===== src/rtl/ecc_pkg.sv =====
// Shared SECDED decode definitions.
// - chk_width(): number of Hamming check bits for a legal data width (8/16/32).
// - h_col():     H-matrix column of data bit i; the (i+1)-th non-power-of-2 from 3 upward.
// - err_class_e: decoded error class carried through the output stage.
package ecc_pkg;

  typedef enum logic [1:0] {
    ERR_NONE,
    ERR_DATA1,
    ERR_CHK1,
    ERR_DBL
  } err_class_e;

  function automatic int unsigned chk_width(input int unsigned data_width);
    int unsigned w;
    unique case (data_width)
      8:       w = 4;
      16:      w = 5;
      default: w = 6;
    endcase
    return w;
  endfunction

  // Powers of two are reserved for the check-bit columns, so data columns skip them.
  function automatic logic [5:0] h_col(input int unsigned i);
    int unsigned n;
    logic [5:0]  col;
    n   = 0;
    col = '0;
    for (int unsigned v = 3; v < 64; v++) begin
      if ((v & (v - 1)) != 0) begin
        if (n == i) col = 6'(v);
        n++;
      end
    end
    return col;
  endfunction

endpackage


===== src/rtl/dec_syndrome_locate_if.sv =====
// Stream interface of the syndrome/locate stage.
// - in_*:  received word (data, check bits, overall parity) with valid/ready.
// - out_*: unmodified data, error column, flip request and error flags with valid/ready.
// master = upstream/downstream environment side, slave = decoder side.
interface dec_syndrome_locate_if #(
  parameter int unsigned DATA_WIDTH = 32
);
  localparam int unsigned CHK_WIDTH = ecc_pkg::chk_width(DATA_WIDTH);

  logic                  in_valid;
  logic                  in_ready;
  logic [DATA_WIDTH-1:0] in_data;
  logic [CHK_WIDTH-1:0]  in_check;
  logic                  in_parity;

  logic                  out_valid;
  logic                  out_ready;
  logic [DATA_WIDTH-1:0] out_data;
  logic [4:0]            out_col;
  logic                  out_flip;
  logic                  out_err_single;
  logic                  out_err_double;

  modport master (
    output in_valid, in_data, in_check, in_parity, out_ready,
    input  in_ready, out_valid, out_data, out_col, out_flip, out_err_single, out_err_double
  );

  modport slave (
    input  in_valid, in_data, in_check, in_parity, out_ready,
    output in_ready, out_valid, out_data, out_col, out_flip, out_err_single, out_err_double
  );

endinterface


===== src/rtl/ecc_syndrome_calc.sv =====
// Combinational Hamming syndrome and overall-parity check.
// - data_i/check_i/parity_i: received word.
// - syn_o:  XOR of the H columns of all set data bits, XOR the received check bits.
// - perr_o: XOR of every received bit; 1 means an odd number of bits flipped.
module ecc_syndrome_calc
  import ecc_pkg::*;
#(
  parameter int unsigned DATA_WIDTH = 32,
  parameter int unsigned CHK_WIDTH  = 6
) (
  input  logic [DATA_WIDTH-1:0] data_i,
  input  logic [CHK_WIDTH-1:0]  check_i,
  input  logic                  parity_i,
  output logic [CHK_WIDTH-1:0]  syn_o,
  output logic                  perr_o
);

  always_comb begin
    syn_o = check_i;
    for (int unsigned i = 0; i < DATA_WIDTH; i++) begin
      if (data_i[i]) syn_o = syn_o ^ CHK_WIDTH'(h_col(i));
    end
    perr_o = (^data_i) ^ (^check_i) ^ parity_i;
  end

endmodule


===== src/rtl/dec_syndrome_locate.sv =====
// SECDED decoder front stage: syndrome, error classification and data-column locate.
// - clk/rst:      rising-edge clock, asynchronous active-high reset.
// - bus_io:       input word and classified result, both valid/ready.
// - cnt_clr:      synchronous clear of both counters (wins over an increment).
// - cnt_corr:     saturating count of accepted single-error results.
// - cnt_uncorr:   saturating count of accepted uncorrectable results.
// Stage 1 holds data, syndrome and parity error; stage 2 holds the classification.
// Both stages move together whenever the output is empty or being taken.
module dec_syndrome_locate
  import ecc_pkg::*;
#(
  parameter int unsigned DATA_WIDTH = 32
) (
  input  logic                  clk,
  input  logic                  rst,
  dec_syndrome_locate_if.slave  bus_io,
  input  logic                  cnt_clr,
  output logic [15:0]           cnt_corr,
  output logic [15:0]           cnt_uncorr
);

  localparam int unsigned CHK_WIDTH = chk_width(DATA_WIDTH);

  logic                  adv;
  logic [CHK_WIDTH-1:0]  syn;
  logic                  perr;

  logic                  s1_valid_q, s1_valid_d;
  logic [DATA_WIDTH-1:0] s1_data_q,  s1_data_d;
  logic [CHK_WIDTH-1:0]  s1_syn_q,   s1_syn_d;
  logic                  s1_perr_q,  s1_perr_d;

  logic                  hit;
  logic [4:0]            hit_col;
  logic                  syn_pow2;
  err_class_e            cls;

  logic                  out_valid_q, out_valid_d;
  logic [DATA_WIDTH-1:0] out_data_q,  out_data_d;
  logic [4:0]            out_col_q,   out_col_d;
  err_class_e            class_q,     class_d;

  logic [15:0]           cnt_corr_q,   cnt_corr_d;
  logic [15:0]           cnt_uncorr_q, cnt_uncorr_d;
  logic                  out_accept;

  ecc_syndrome_calc #(
    .DATA_WIDTH (DATA_WIDTH),
    .CHK_WIDTH  (CHK_WIDTH)
  ) u_syndrome_calc (
    .data_i   (bus_io.in_data),
    .check_i  (bus_io.in_check),
    .parity_i (bus_io.in_parity),
    .syn_o    (syn),
    .perr_o   (perr)
  );

  assign adv             = !out_valid_q || bus_io.out_ready;
  assign bus_io.in_ready = adv;

  // Stage 1: capture the word and its syndrome only when a word is actually accepted.
  always_comb begin
    s1_valid_d = s1_valid_q;
    s1_data_d  = s1_data_q;
    s1_syn_d   = s1_syn_q;
    s1_perr_d  = s1_perr_q;
    if (adv) begin
      s1_valid_d = bus_io.in_valid;
      if (bus_io.in_valid) begin
        s1_data_d = bus_io.in_data;
        s1_syn_d  = syn;
        s1_perr_d = perr;
      end
    end
  end

  // Column search and classification on the stage-1 registers.
  always_comb begin
    hit     = 1'b0;
    hit_col = '0;
    for (int unsigned i = 0; i < DATA_WIDTH; i++) begin
      if (6'(s1_syn_q) == h_col(i)) begin
        hit     = 1'b1;
        hit_col = 5'(i);
      end
    end
    // Zero counts as a power of two here: with P=1 that is a flipped overall-parity bit.
    syn_pow2 = (s1_syn_q & (s1_syn_q - CHK_WIDTH'(1))) == '0;

    if (!s1_perr_q) begin
      cls = (s1_syn_q == '0) ? ERR_NONE : ERR_DBL;
    end else if (hit) begin
      cls = ERR_DATA1;
    end else if (syn_pow2) begin
      cls = ERR_CHK1;
    end else begin
      cls = ERR_DBL;
    end
  end

  // Stage 2: result registers.
  always_comb begin
    out_valid_d = out_valid_q;
    out_data_d  = out_data_q;
    out_col_d   = out_col_q;
    class_d     = class_q;
    if (adv) begin
      out_valid_d = s1_valid_q;
      if (s1_valid_q) begin
        out_data_d = s1_data_q;
        class_d    = cls;
        out_col_d  = (cls == ERR_DATA1) ? hit_col : 5'd0;
      end
    end
  end

  assign out_accept = out_valid_q && bus_io.out_ready;

  always_comb begin
    cnt_corr_d   = cnt_corr_q;
    cnt_uncorr_d = cnt_uncorr_q;
    if (cnt_clr) begin
      cnt_corr_d   = '0;
      cnt_uncorr_d = '0;
    end else if (out_accept) begin
      if (bus_io.out_err_single && (cnt_corr_q != 16'hFFFF)) cnt_corr_d = cnt_corr_q + 16'd1;
      if (bus_io.out_err_double && (cnt_uncorr_q != 16'hFFFF)) begin
        cnt_uncorr_d = cnt_uncorr_q + 16'd1;
      end
    end
  end

  always_ff @(posedge clk or posedge rst) begin
    if (rst) begin
      s1_valid_q   <= 1'b0;
      s1_data_q    <= '0;
      s1_syn_q     <= '0;
      s1_perr_q    <= 1'b0;
      out_valid_q  <= 1'b0;
      out_data_q   <= '0;
      out_col_q    <= '0;
      class_q      <= ERR_NONE;
      cnt_corr_q   <= '0;
      cnt_uncorr_q <= '0;
    end else begin
      s1_valid_q   <= s1_valid_d;
      s1_data_q    <= s1_data_d;
      s1_syn_q     <= s1_syn_d;
      s1_perr_q    <= s1_perr_d;
      out_valid_q  <= out_valid_d;
      out_data_q   <= out_data_d;
      out_col_q    <= out_col_d;
      class_q      <= class_d;
      cnt_corr_q   <= cnt_corr_d;
      cnt_uncorr_q <= cnt_uncorr_d;
    end
  end

  always_comb begin
    bus_io.out_flip       = 1'b0;
    bus_io.out_err_single = 1'b0;
    bus_io.out_err_double = 1'b0;
    unique case (class_q)
      ERR_DATA1: begin
        bus_io.out_flip       = 1'b1;
        bus_io.out_err_single = 1'b1;
      end
      ERR_CHK1:  bus_io.out_err_single = 1'b1;
      ERR_DBL:   bus_io.out_err_double = 1'b1;
      default:   ;
    endcase
  end

  assign bus_io.out_valid = out_valid_q;
  assign bus_io.out_data  = out_data_q;
  assign bus_io.out_col   = out_col_q;
  assign cnt_corr         = cnt_corr_q;
  assign cnt_uncorr       = cnt_uncorr_q;

endmodule

===== src/flat_wrapper.sv =====
// flat-port wrapper written by rule: the top's interface ports become plain ports
module dec_syndrome_locate_flat import ecc_pkg::*;
#(
  parameter int unsigned DATA_WIDTH = 32
)
  (clk, rst, cnt_clr, cnt_corr, cnt_uncorr, bus_io_in_valid, bus_io_in_data, bus_io_in_check, bus_io_in_parity, bus_io_out_ready, bus_io_in_ready, bus_io_out_valid, bus_io_out_data, bus_io_out_col, bus_io_out_flip, bus_io_out_err_single, bus_io_out_err_double);
  dec_syndrome_locate_if #(.DATA_WIDTH(DATA_WIDTH)) bus_io_i ();
  input  logic clk;
  input  logic rst;
  input  logic cnt_clr;
  output logic [15:0] cnt_corr;
  output logic [15:0] cnt_uncorr;
  input wire logic [$bits(bus_io_i.in_valid)-1:0] bus_io_in_valid;
  input wire logic [$bits(bus_io_i.in_data)-1:0] bus_io_in_data;
  input wire logic [$bits(bus_io_i.in_check)-1:0] bus_io_in_check;
  input wire logic [$bits(bus_io_i.in_parity)-1:0] bus_io_in_parity;
  input wire logic [$bits(bus_io_i.out_ready)-1:0] bus_io_out_ready;
  output wire logic [$bits(bus_io_i.in_ready)-1:0] bus_io_in_ready;
  output wire logic [$bits(bus_io_i.out_valid)-1:0] bus_io_out_valid;
  output wire logic [$bits(bus_io_i.out_data)-1:0] bus_io_out_data;
  output wire logic [$bits(bus_io_i.out_col)-1:0] bus_io_out_col;
  output wire logic [$bits(bus_io_i.out_flip)-1:0] bus_io_out_flip;
  output wire logic [$bits(bus_io_i.out_err_single)-1:0] bus_io_out_err_single;
  output wire logic [$bits(bus_io_i.out_err_double)-1:0] bus_io_out_err_double;
  assign bus_io_i.in_valid = bus_io_in_valid;
  assign bus_io_i.in_data = bus_io_in_data;
  assign bus_io_i.in_check = bus_io_in_check;
  assign bus_io_i.in_parity = bus_io_in_parity;
  assign bus_io_i.out_ready = bus_io_out_ready;
  assign bus_io_in_ready = bus_io_i.in_ready;
  assign bus_io_out_valid = bus_io_i.out_valid;
  assign bus_io_out_data = bus_io_i.out_data;
  assign bus_io_out_col = bus_io_i.out_col;
  assign bus_io_out_flip = bus_io_i.out_flip;
  assign bus_io_out_err_single = bus_io_i.out_err_single;
  assign bus_io_out_err_double = bus_io_i.out_err_double;
  dec_syndrome_locate #(.DATA_WIDTH(DATA_WIDTH)) u_core (.clk(clk), .rst(rst), .bus_io(bus_io_i), .cnt_clr(cnt_clr), .cnt_corr(cnt_corr), .cnt_uncorr(cnt_uncorr));
endmodule

===== config.mk =====
export PLATFORM = sky130hd
export DESIGN_NAME = dec_syndrome_locate_flat
export DESIGN_NICKNAME = d
export VERILOG_FILES = /design/src/rtl/ecc_pkg.sv /design/src/rtl/dec_syndrome_locate_if.sv /design/src/rtl/ecc_syndrome_calc.sv /design/src/rtl/dec_syndrome_locate.sv /design/src/flat_wrapper.sv
export SDC_FILE = /design/constraint.sdc
export NUM_CORES = 1
export LEC_CHECK = 0
export ABC_AREA = 1
export CAP_MARGIN = 10
export CORE_MARGIN = 4
export CORE_UTILIZATION = 30
export DETAILED_ROUTE_END_ITERATION = 7
export DONT_BUFFER_PORTS = 1
export HOLD_SLACK_MARGIN = 0.03
export PLACE_DENSITY_LB_ADDON = 0.25
export SLEW_MARGIN = 20
export SYNTH_ARGS = -nofsm -noshare
export SYNTH_HDL_FRONTEND = slang
export SYNTH_SLANG_ARGS = --single-unit
export TNS_END_PERCENT = 10

===== constraint.sdc =====
create_clock -name clk -period 5.39 [get_ports clk]
set_clock_uncertainty 0.05 [all_clocks]
set_input_delay 0.8085 -clock clk [delete_from_list [all_inputs] [get_ports clk]]
set_output_delay 0.8085 -clock clk [all_outputs]
set_load 0.005 [all_outputs]

# Word level (Yosys, flattened, before mapping)
# Index checks and enable logic that the tools add are counted.
# Widths: inputs -> output; s select.
dict set report totals {
  latch_bits 0
  elab_cells 7380
  n_memories 0
  ram_bits 0
  output_inout_bits 74
  register_bits 112
  romBits 0
}
dict set report classes {
  n_div 0
  bitwise_logic 35
  n_eq_ne 1774
  multipliers 0
  shift 0
  addsub 1763
  muxes 3725
  n_reduce_logical 73
  n_lt_le_gt_ge 0
}
# operator count
set ops {}
lappend ops {{$mux 32} 1792}
lappend ops {{$add 32x1->32 const B} 1760}
lappend ops {{$eq 32x5->1 const B} 896}
lappend ops {{$eq 32x4->1 const B} 448}
lappend ops {{$mux 6} 1824}
lappend ops {{$eq 32x3->1 const B} 224}
lappend ops {{$eq 32x2->1 const B} 112}
lappend ops {{$eq 32x1->1 const B} 56}
lappend ops {{$logic_not 32->1} 56}
lappend ops {{$xor 6x6->6} 32}
lappend ops {{$mux 5} 31}
lappend ops {{$mux 16} 6}
lappend ops {{$mux 3} 32}
lappend ops {{$eq 6x5->1 const B} 15}
lappend ops {{$eq 6x4->1 const B} 7}
lappend ops {{$mux 1} 37}
lappend ops {{$eq 6x6->1 const B} 6}
lappend ops {{$add 16x1->16 const B} 2}
lappend ops {{$ne 16x16->1 const B} 2}
lappend ops {{$reduce_xor 32->1} 1}
lappend ops {{$eq 6x3->1 const B} 3}
lappend ops {{$logic_not 6->1} 2}
lappend ops {{$reduce_and 2->1} 4}
lappend ops {{$and 6x6->6} 1}
lappend ops {{other kinds (12)} 21}

# Logic depth before layout (Yosys ltp)
# Gate-level depths: netlist of the first run.
dict set report logic_depth {
  word_depth 178
  mapped_depth 15
  depth_no_buf 15
}

# Hierarchy
# Synthesis of the first run repeated with hierarchy kept, for this count alone.
dict set report unflattened {
  hier_cells 938
  hier_area_um2 6796.5
}
# mod cells_each instances area_each_um2 seq_area_each_um2
set modules_own_cells {}
lappend modules_own_cells {dec_syndrome_locate 632 1 5308.8 2802.7}
lappend modules_own_cells {ecc_syndrome_calc 306 1 1487.7 0.0}

# Worst setup path after synthesis of the first run
# OpenSTA, ideal clock, no wires.
dict set report synth_timing {
  kind {input-to-reg}
  start {input port cnt_clr}
  end {register u_core.cnt_corr_q[12], in the netlist u_core.cnt_corr[12]}
  stages 8
  t_required_ns 5.209
  path_slack_ns 3.296
  path_buffers 1
  t_arrival_ns 1.914
  cell_sequence {buf_4 -> clkinv_1 -> nand2_1 -> nand2_1 -> nor2_1 -> nand2_1 -> o21ai_0 -> a21oi_1}
}
dict set report synth_via {
  elab_chain_len 2
  word_cells_on_any_way 4
  cone_classes {mux: 1; reduce/logical: 3}
}
# item line
set synth_rtl {}
lappend synth_rtl {{from (decl)} flat_wrapper.sv:10} ;# input logic cnt_clr;
lappend synth_rtl {{$reduce_bool 2->1 (no source line)} --}
lappend synth_rtl {{$reduce_and 2->1 (no source line)} --}
lappend synth_rtl {{to (signal assigned)} dec_syndrome_locate.sv:154} ;# cnt_corr_q <= cnt_corr_d;
lappend synth_rtl {{to (decl)} dec_syndrome_locate.sv:43} ;# logic [15:0] cnt_corr_q, cnt_corr_d;
# Several ways; a longest one is shown, not always the timed one.
# A chain may end at the register's enable or synchronous reset.

# Worst setup path after layout of the first run
dict set report layout_timing {
  start {register u_core.out_valid_q, in the netlist u_core.bus_io.out_valid}
  end {register u_core.out_col_q[2], in the netlist u_core.bus_io.out_col[2]}
}
dict set report layout_via {
  elab_chain_len 3
}
# item line
set layout_rtl {}
lappend layout_rtl {{from (decl)} dec_syndrome_locate.sv:38} ;# logic out_valid_q, out_valid_d;
lappend layout_rtl {{from (signal assigned)} dec_syndrome_locate.sv:150} ;# out_valid_q <= out_valid_d;
lappend layout_rtl {{$logic_not 1->1} --}
lappend layout_rtl {{$logic_or 1x1->1} --}
lappend layout_rtl {{$reduce_and 2->1 (no source line)} --}
lappend layout_rtl {{to (signal assigned)} dec_syndrome_locate.sv:152} ;# out_col_q <= out_col_d;
lappend layout_rtl {{to (decl)} dec_syndrome_locate.sv:40} ;# logic [4:0] out_col_q, out_col_d;
# Every way passes these cells.

==> impl_results.md, run 1 <==
* CP dominant cell by count: nand2_1
* Dpl hpwl at 12300 µm
* CTS sink cnt at 112
* CP max FO at 50
* Max-slew violations at 0
* Synthesized area at 0.00630 mm²
* Fin. Hold Viols at 0
* Via/cell ratio at roughly 4.6
* DRT iter0 DRCs at around 220
* Congestion Overflow GR at 0
* Period Utilization, post-route at 0.469
* Register area share after synthesis at 0.445
* Max-cap violations at 0
* Antenna Cells at 0
* Peak supply drop at 0.173 mV
* Max Fclk at 0.396 GHz
* Initial Util at 0.309
* Power Dens Cells at ~400 mW/mm²
* Post-Syn Instances at just over 800
* Post-route antenna net violation count at 0
* Top_reg_cell synth: dfrtp_1
* Synth Area per Inst at 7.83 µm²
* Worst-Skew Late Latency at 0.37 ns
* Count of different cell masters after synthesis at 38
* Worst EP arrival at 2.78 ns
* Clock Path Buffers at 2
* Post-synth top area cell: dfrtp_1
* Top post-synthesis cells by count: nand2_1, dfrtp_1, inv_1, o21ai_0, xnor2_1
* Total Die Area at approximately 0.023 mm²
* Residual DRC count at 0
* Worst EP required at 5.64 ns
* I/O Pins at 118
* First-pass GRT wire length at about 26000 µm
* Design area at roughly 0.0069 mm²
* Number of synthesized flops with an enable pin at 0
* Clk Tree Root Cell: clkbuf_16
* Seq cells post-synth at 112
* Syn Nets at 853
* Vias in the first global route at about 4800
* Outcome: complete, no violations
* First-pass DRT Iterations at 4
* Ratio of cells with drive above 1 in the final layout at 0.0943
* Slew @ Worst Pin at 0.911 ns
* # rows at 52
* Cts bufs inserted at 9
* PortBufs at 0
* Cts hold-fix bufs at 0
* R2R depth at 10
* RSZ-0062 raised after global routing: false
* Final GP Congestion at 0.806
* Synth warn at 0
* Minimum clock period after layout at approximately 2.5 ns
* Setup bufs post-CTS at 0
* Initial antenna violation count at 0
* Nets at 849
* Most common cell in the netlist: nand2_1
* Core area at about 0.020 mm²
* Crit path launch type: register
* CTS tree: done
* Leak at 0.00333 µW
* Placed Area at 0.00660 mm²
* CP Class: reg2reg
* Fin Setup TNS at 0 ns
* Total GRT Usage at 0.139
* Crit end category: register
* Top post-synthesis cells by area: dfrtp_1, nand2_1, xnor2_1
* DR vias at about 5000
* Post-synth ARST share at 1.00
* H-tree depth at 3
* CP max-delay cell: nor2_2
* Die height at 153 µm
* CTS resizes at 0
* Pin count of the biggest net entering global routing at 72
* CP max stage delay at 0.68 ns
* Synth top area share at 0.445
* Finish-stage setup viols at 0
* Clk slew on worst S/H paths at ~0.09 ns
* Cell Chain, Critical Path: inv_1, nor2_1, nor2_2, clkinv_1, buf_4, a21oi_1, nand2_2, nor2_4, nand2_1, nand2_1
* HP Class: in2async
* Final WL at 16100 µm
* Wire length per cell at 14.9 µm
* Die width at 153 µm
* Slew HR at 0.392
* Area delta synth->final at 9.92%
[stage by stage]
step	utilization	instances	worst slack, ns	power [µW]	hold WS [ns]
after floorplan	-	805	1.57	1780	0.381
after global placement	0.323	1060	2.54	2000	0.412
after detailed placement	0.323	1060	2.43	2000	0.409
after CTS	0.339	1076	2.74	2750	0.429
after global routing	0.339	1076	2.47	2920	0.435
final	0.339	1076	2.86	2710	0.425
[layout by cell type, fill, tap and decap left out, drive strengths merged]
cell type,n
a21oi,21
a221oi,1
a22oi,2
a31o,1
a31oi,5
a41oi,1
buf,3
clkbuf,9
clkinv,5
dfrtp,112
ha,4
inv,106
nand2,267
nand3,39
nand4,9
nor2,51
nor3,16
nor4,3
o211ai,1
o21a,4
o21ai,61
o221a,1
o31ai,3
xnor2,46
xor2,35
[worst max-delay path: cells and delay by family (launching register included)]
family / cells / cell delay (ns)
simple gates: 6 / 1.13
buf+inv: 3 / 0.54
flops: 1 / 0.43
compound gates: 1 / 0.30
[worst paths after layout]
check | endpoint | slack (ns) | from
worst max-delay path | u_core.bus_io.out_col[2] | 2.86 | u_core.bus_io.out_valid
worst min-delay path | u_core.bus_io.out_data[16] | 0.43 | rst
worst max register to register | u_core.bus_io.out_col[2] | 2.86 | u_core.bus_io.out_valid
worst min register to register | u_core.bus_io.out_valid | 0.43 | u_core.s1_valid_q
max in group asynchronous | u_core.s1_data_q[20] | 3.79 | rst
min in group clk | u_core.bus_io.out_valid | 0.43 | u_core.s1_valid_q
[power by group]
part           internal [µW]  switching [µW]
Combinational            279             534
Sequential               997             162
Clock                    348             386
Total                   1620            1080
[kinds of logic (layout without fill, tap and decap cells)]
group           after synthesis  in the layout  synth area share
simple gates                385            385             0.265
buf+inv                     122            123            0.0738
flops                       112            112             0.445
compound gates              101            101            0.0891
xor+xnor                     81             81             0.120
fa+ha+maj                     4              4           0.00794
[layer usage]
metal | share of wire | GRT usage
met5 | 0 | 0
met4 | 0.011 | 0.0238
met3 | 0.11 | 0.0684
met2 | 0.41 | 0.199
met1 | 0.46 | 0.192
[flip-flops by register name, summed over array words and instances, names as in the netlist, 2 cells and up]
register / cells
u_core.class_q: 2
u_core.s1_syn_q: 6
u_core.cnt_uncorr: 16
u_core.s1_data_q: 32
u_core.bus_io.out_col: 5
u_core.bus_io.out_data: 32
u_core.cnt_corr: 16
[cell type report]
type / count / area (µm²)
fillers: 2188 / 13500
multi-input cells: 571 / 3040
flip-flops and latches: 112 / 2800
well taps: 270 / 338
clock buffers: 9 / 225
clock inverters: 7 / 108
repair buffers: 3 / 22.5
inverters: 104 / 395
No activity file was read; power rests on OpenSTA's default activity.
==> inputs of run 2 (changes only) <==
==> constraint.sdc (replaced) <==
create_clock -name clk -period 2.4 [get_ports clk]
set_clock_uncertainty 0.05 [all_clocks]
set_input_delay 0.36 -clock clk [delete_from_list [all_inputs] [get_ports clk]]
set_output_delay 0.36 -clock clk [all_outputs]
set_load 0.005 [all_outputs]
==> run 2 against run 1 <==
Effect of this change: via count grew 0.61%; global-route usage grew 0.52 points; design area grew 1.3%; die area is the same; sequential power grew 120%; non-clock buffer count grew 11; critical path type unchanged.
==> impl_results.md, run 2 (same netlist as run 1, synthesis figures left out) <==
* Crit path launch type: register
* Pin count of the biggest net entering global routing at 66
* Total GRT Usage at 0.144
* Total Die Area at roughly 0.023 mm²
* DR vias at 4965
* Nets at 860
* First-pass GRT wire length at 27200 µm
* Max-slew violations at 0
* Clk slew on worst S/H paths at 0.09 ns
* CP Class: reg2reg
* Fin. Hold Viols at 0
* Critical R2R Launch: u_core.cnt_corr[0]
* Design area at about 0.0070 mm²
* Residual DRC count at 0
* Worst hold start: bus_io_in_data[29]
* Wire length per cell at 15.0 µm
* R2R depth at 11
* Power Dens Cells at 867 mW/mm²
* Worst-Skew Late Latency at 0.36 ns
* Initial antenna violation count at 0
* Die height at 153 µm
* RSZ-0062 raised after global routing: false
* R2r setup slk at about 0.34 ns
* Final WL at 16400 µm
* Outcome: complete, no violations
* Clk Tree Root Cell: clkbuf_16
* Slew @ Worst Pin at 0.460 ns
* Fin Hold WS at 0.0499 ns
* Final GP Congestion at 0.866
* Area delta synth->final at 11.4%
* DRT iter0 DRCs at ~240
* Slew HR at 0.691
* Worst EP required at 2.58 ns
* Clock Path Buffers at 2
* Via/cell ratio at 4.57
* Congestion Overflow GR at 0
* Max Fclk at 0.485 GHz
* Worst EP arrival at 2.24 ns
* I/O Pins at 118
* Placed Area at around 0.0067 mm²
* CTS sink cnt at approximately 110
* PortBufs at 0
* Cts bufs inserted at 9
* Vias in the first global route at 4922
* Hold path endpoint: u_core.s1_data_q[29]
* CTS tree: done
* Initial Util at 0.309
* CP max FO at 9
* Minimum clock period after layout at 2.06 ns
* Ratio of cells with drive above 1 in the final layout at 0.104
* H-tree depth at 3
* Core area at 0.0204 mm²
* Die width at 153 µm
* Crit end category: register
* Reg2reg end: u_core.cnt_corr[12]
* Leak at between 0.003 and 0.004 µW
* Max-cap violations at 0
* HP Class: in2reg
* Fill count at 2232
* Hold Path Stages at 2
* Period Utilization, post-route at 0.859
* Post-route antenna net violation count at 0
* Fin Setup TNS at 0 ns
* Finish-stage setup viols at 0
* Most common library cell in the layout ignoring fill and taps: nand2_1
* Peak supply drop at 0.349 mV
* # rows at 52
* First-pass DRT Iterations at 5
* Antenna Cells at 0
* Commonest non-fill, non-tap cells in the layout: nand2_1, dfrtp_1, inv_1
* Dpl hpwl at 12600 µm
run 2: repair_timing:
action / CTS / global route
hold buffers: 2 / 0
setup buffers: 0 / 0
gates resized for setup: 0 / 1
endpoints found under the setup margin: 0 / 4
endpoints found under the hold margin: 11 / 0
run 2: report_power, final:
part / internal [µW] / switching, µW
logic: 647 / 1200
clock network: 846 / 800
registers: 2240 / 349
run 2: per-stage QoR:
| step | util | worst slack, ns | power (µW) | cells |
|---|---|---|---|---|
| floorplan | - | 0.555 | 4000 | 805 |
| global placement | 0.327 | 0.332 | 4500 | 1069 |
| detailed placement | 0.327 | 0.250 | 4500 | 1069 |
| CTS | 0.344 | 0.233 | 6180 | 1087 |
| global route | 0.344 | 0.0233 | 6580 | 1087 |
| finish | 0.344 | 0.339 | 6090 | 1087 |
run 2: worst max-delay path by stage:
stage / startpoint / to / slack (ns)
6_report: u_core.cnt_corr[0] / u_core.cnt_corr[12] / 0.34
5_1_grt: u_core.cnt_corr[0] / u_core.cnt_corr[8] / 0.02
4_1_cts: u_core.cnt_corr[0] / u_core.cnt_corr[12] / 0.23
3_5_place_dp: u_core.cnt_corr[0] / u_core.cnt_corr[12] / 0.25
3_3_place_gp: u_core.cnt_corr[0] / u_core.cnt_corr[12] / 0.33
2_1_floorplan: u_core.cnt_corr[0] / u_core.cnt_corr[12] / 0.55
run 2: area by class of cell:
class                   instances  area (µm²)  area share
repair buffers                 14         123      0.0175
clock inverters                 7        95.1      0.0135
inverters                     104         397      0.0565
well taps                     270         338      0.0481
clock buffers                   9         225      0.0321
multi-input cells             571        3040       0.433
flip-flops and latches        112        2800       0.399
run 2: per-layer routing:
layer,part of all wire,GRT usage,routed length (µm),up-vias
li1,-,-,-,2539
met1,0.44,0.188,7180,2250
met2,0.44,0.218,7170,163
met3,0.11,0.0690,1830,13
met4,0.011,0.0310,173,0
met5,0,0,0,-
run 2: worst max-delay path, cell delays in order, from the launching register on:
cell     delay (ns)
dfrtp_1        0.42
ha_1           0.25
nand3_1        0.13
nor3_1         0.06
nand3_1        0.07
nand2_1        0.10
nand2_2        0.15
nand2_1        0.10
nor2_1         0.19
nand2_1        0.09
o21ai_0        0.23
a21oi_1        0.10
==> inputs of run 3 (changes only) <==
--- a/config.mk
+++ b/config.mk
@@ -13,6 +13,7 @@
 export DONT_BUFFER_PORTS = 1
 export HOLD_SLACK_MARGIN = 0.03
 export PLACE_DENSITY_LB_ADDON = 0.25
+export SKIP_LAST_GASP = 1
 export SLEW_MARGIN = 20
 export SYNTH_ARGS = -nofsm -noshare
 export SYNTH_HDL_FRONTEND = slang
==> results of run 3 <==
The final DEF is identical to that of run 2; final timing and power are the same.
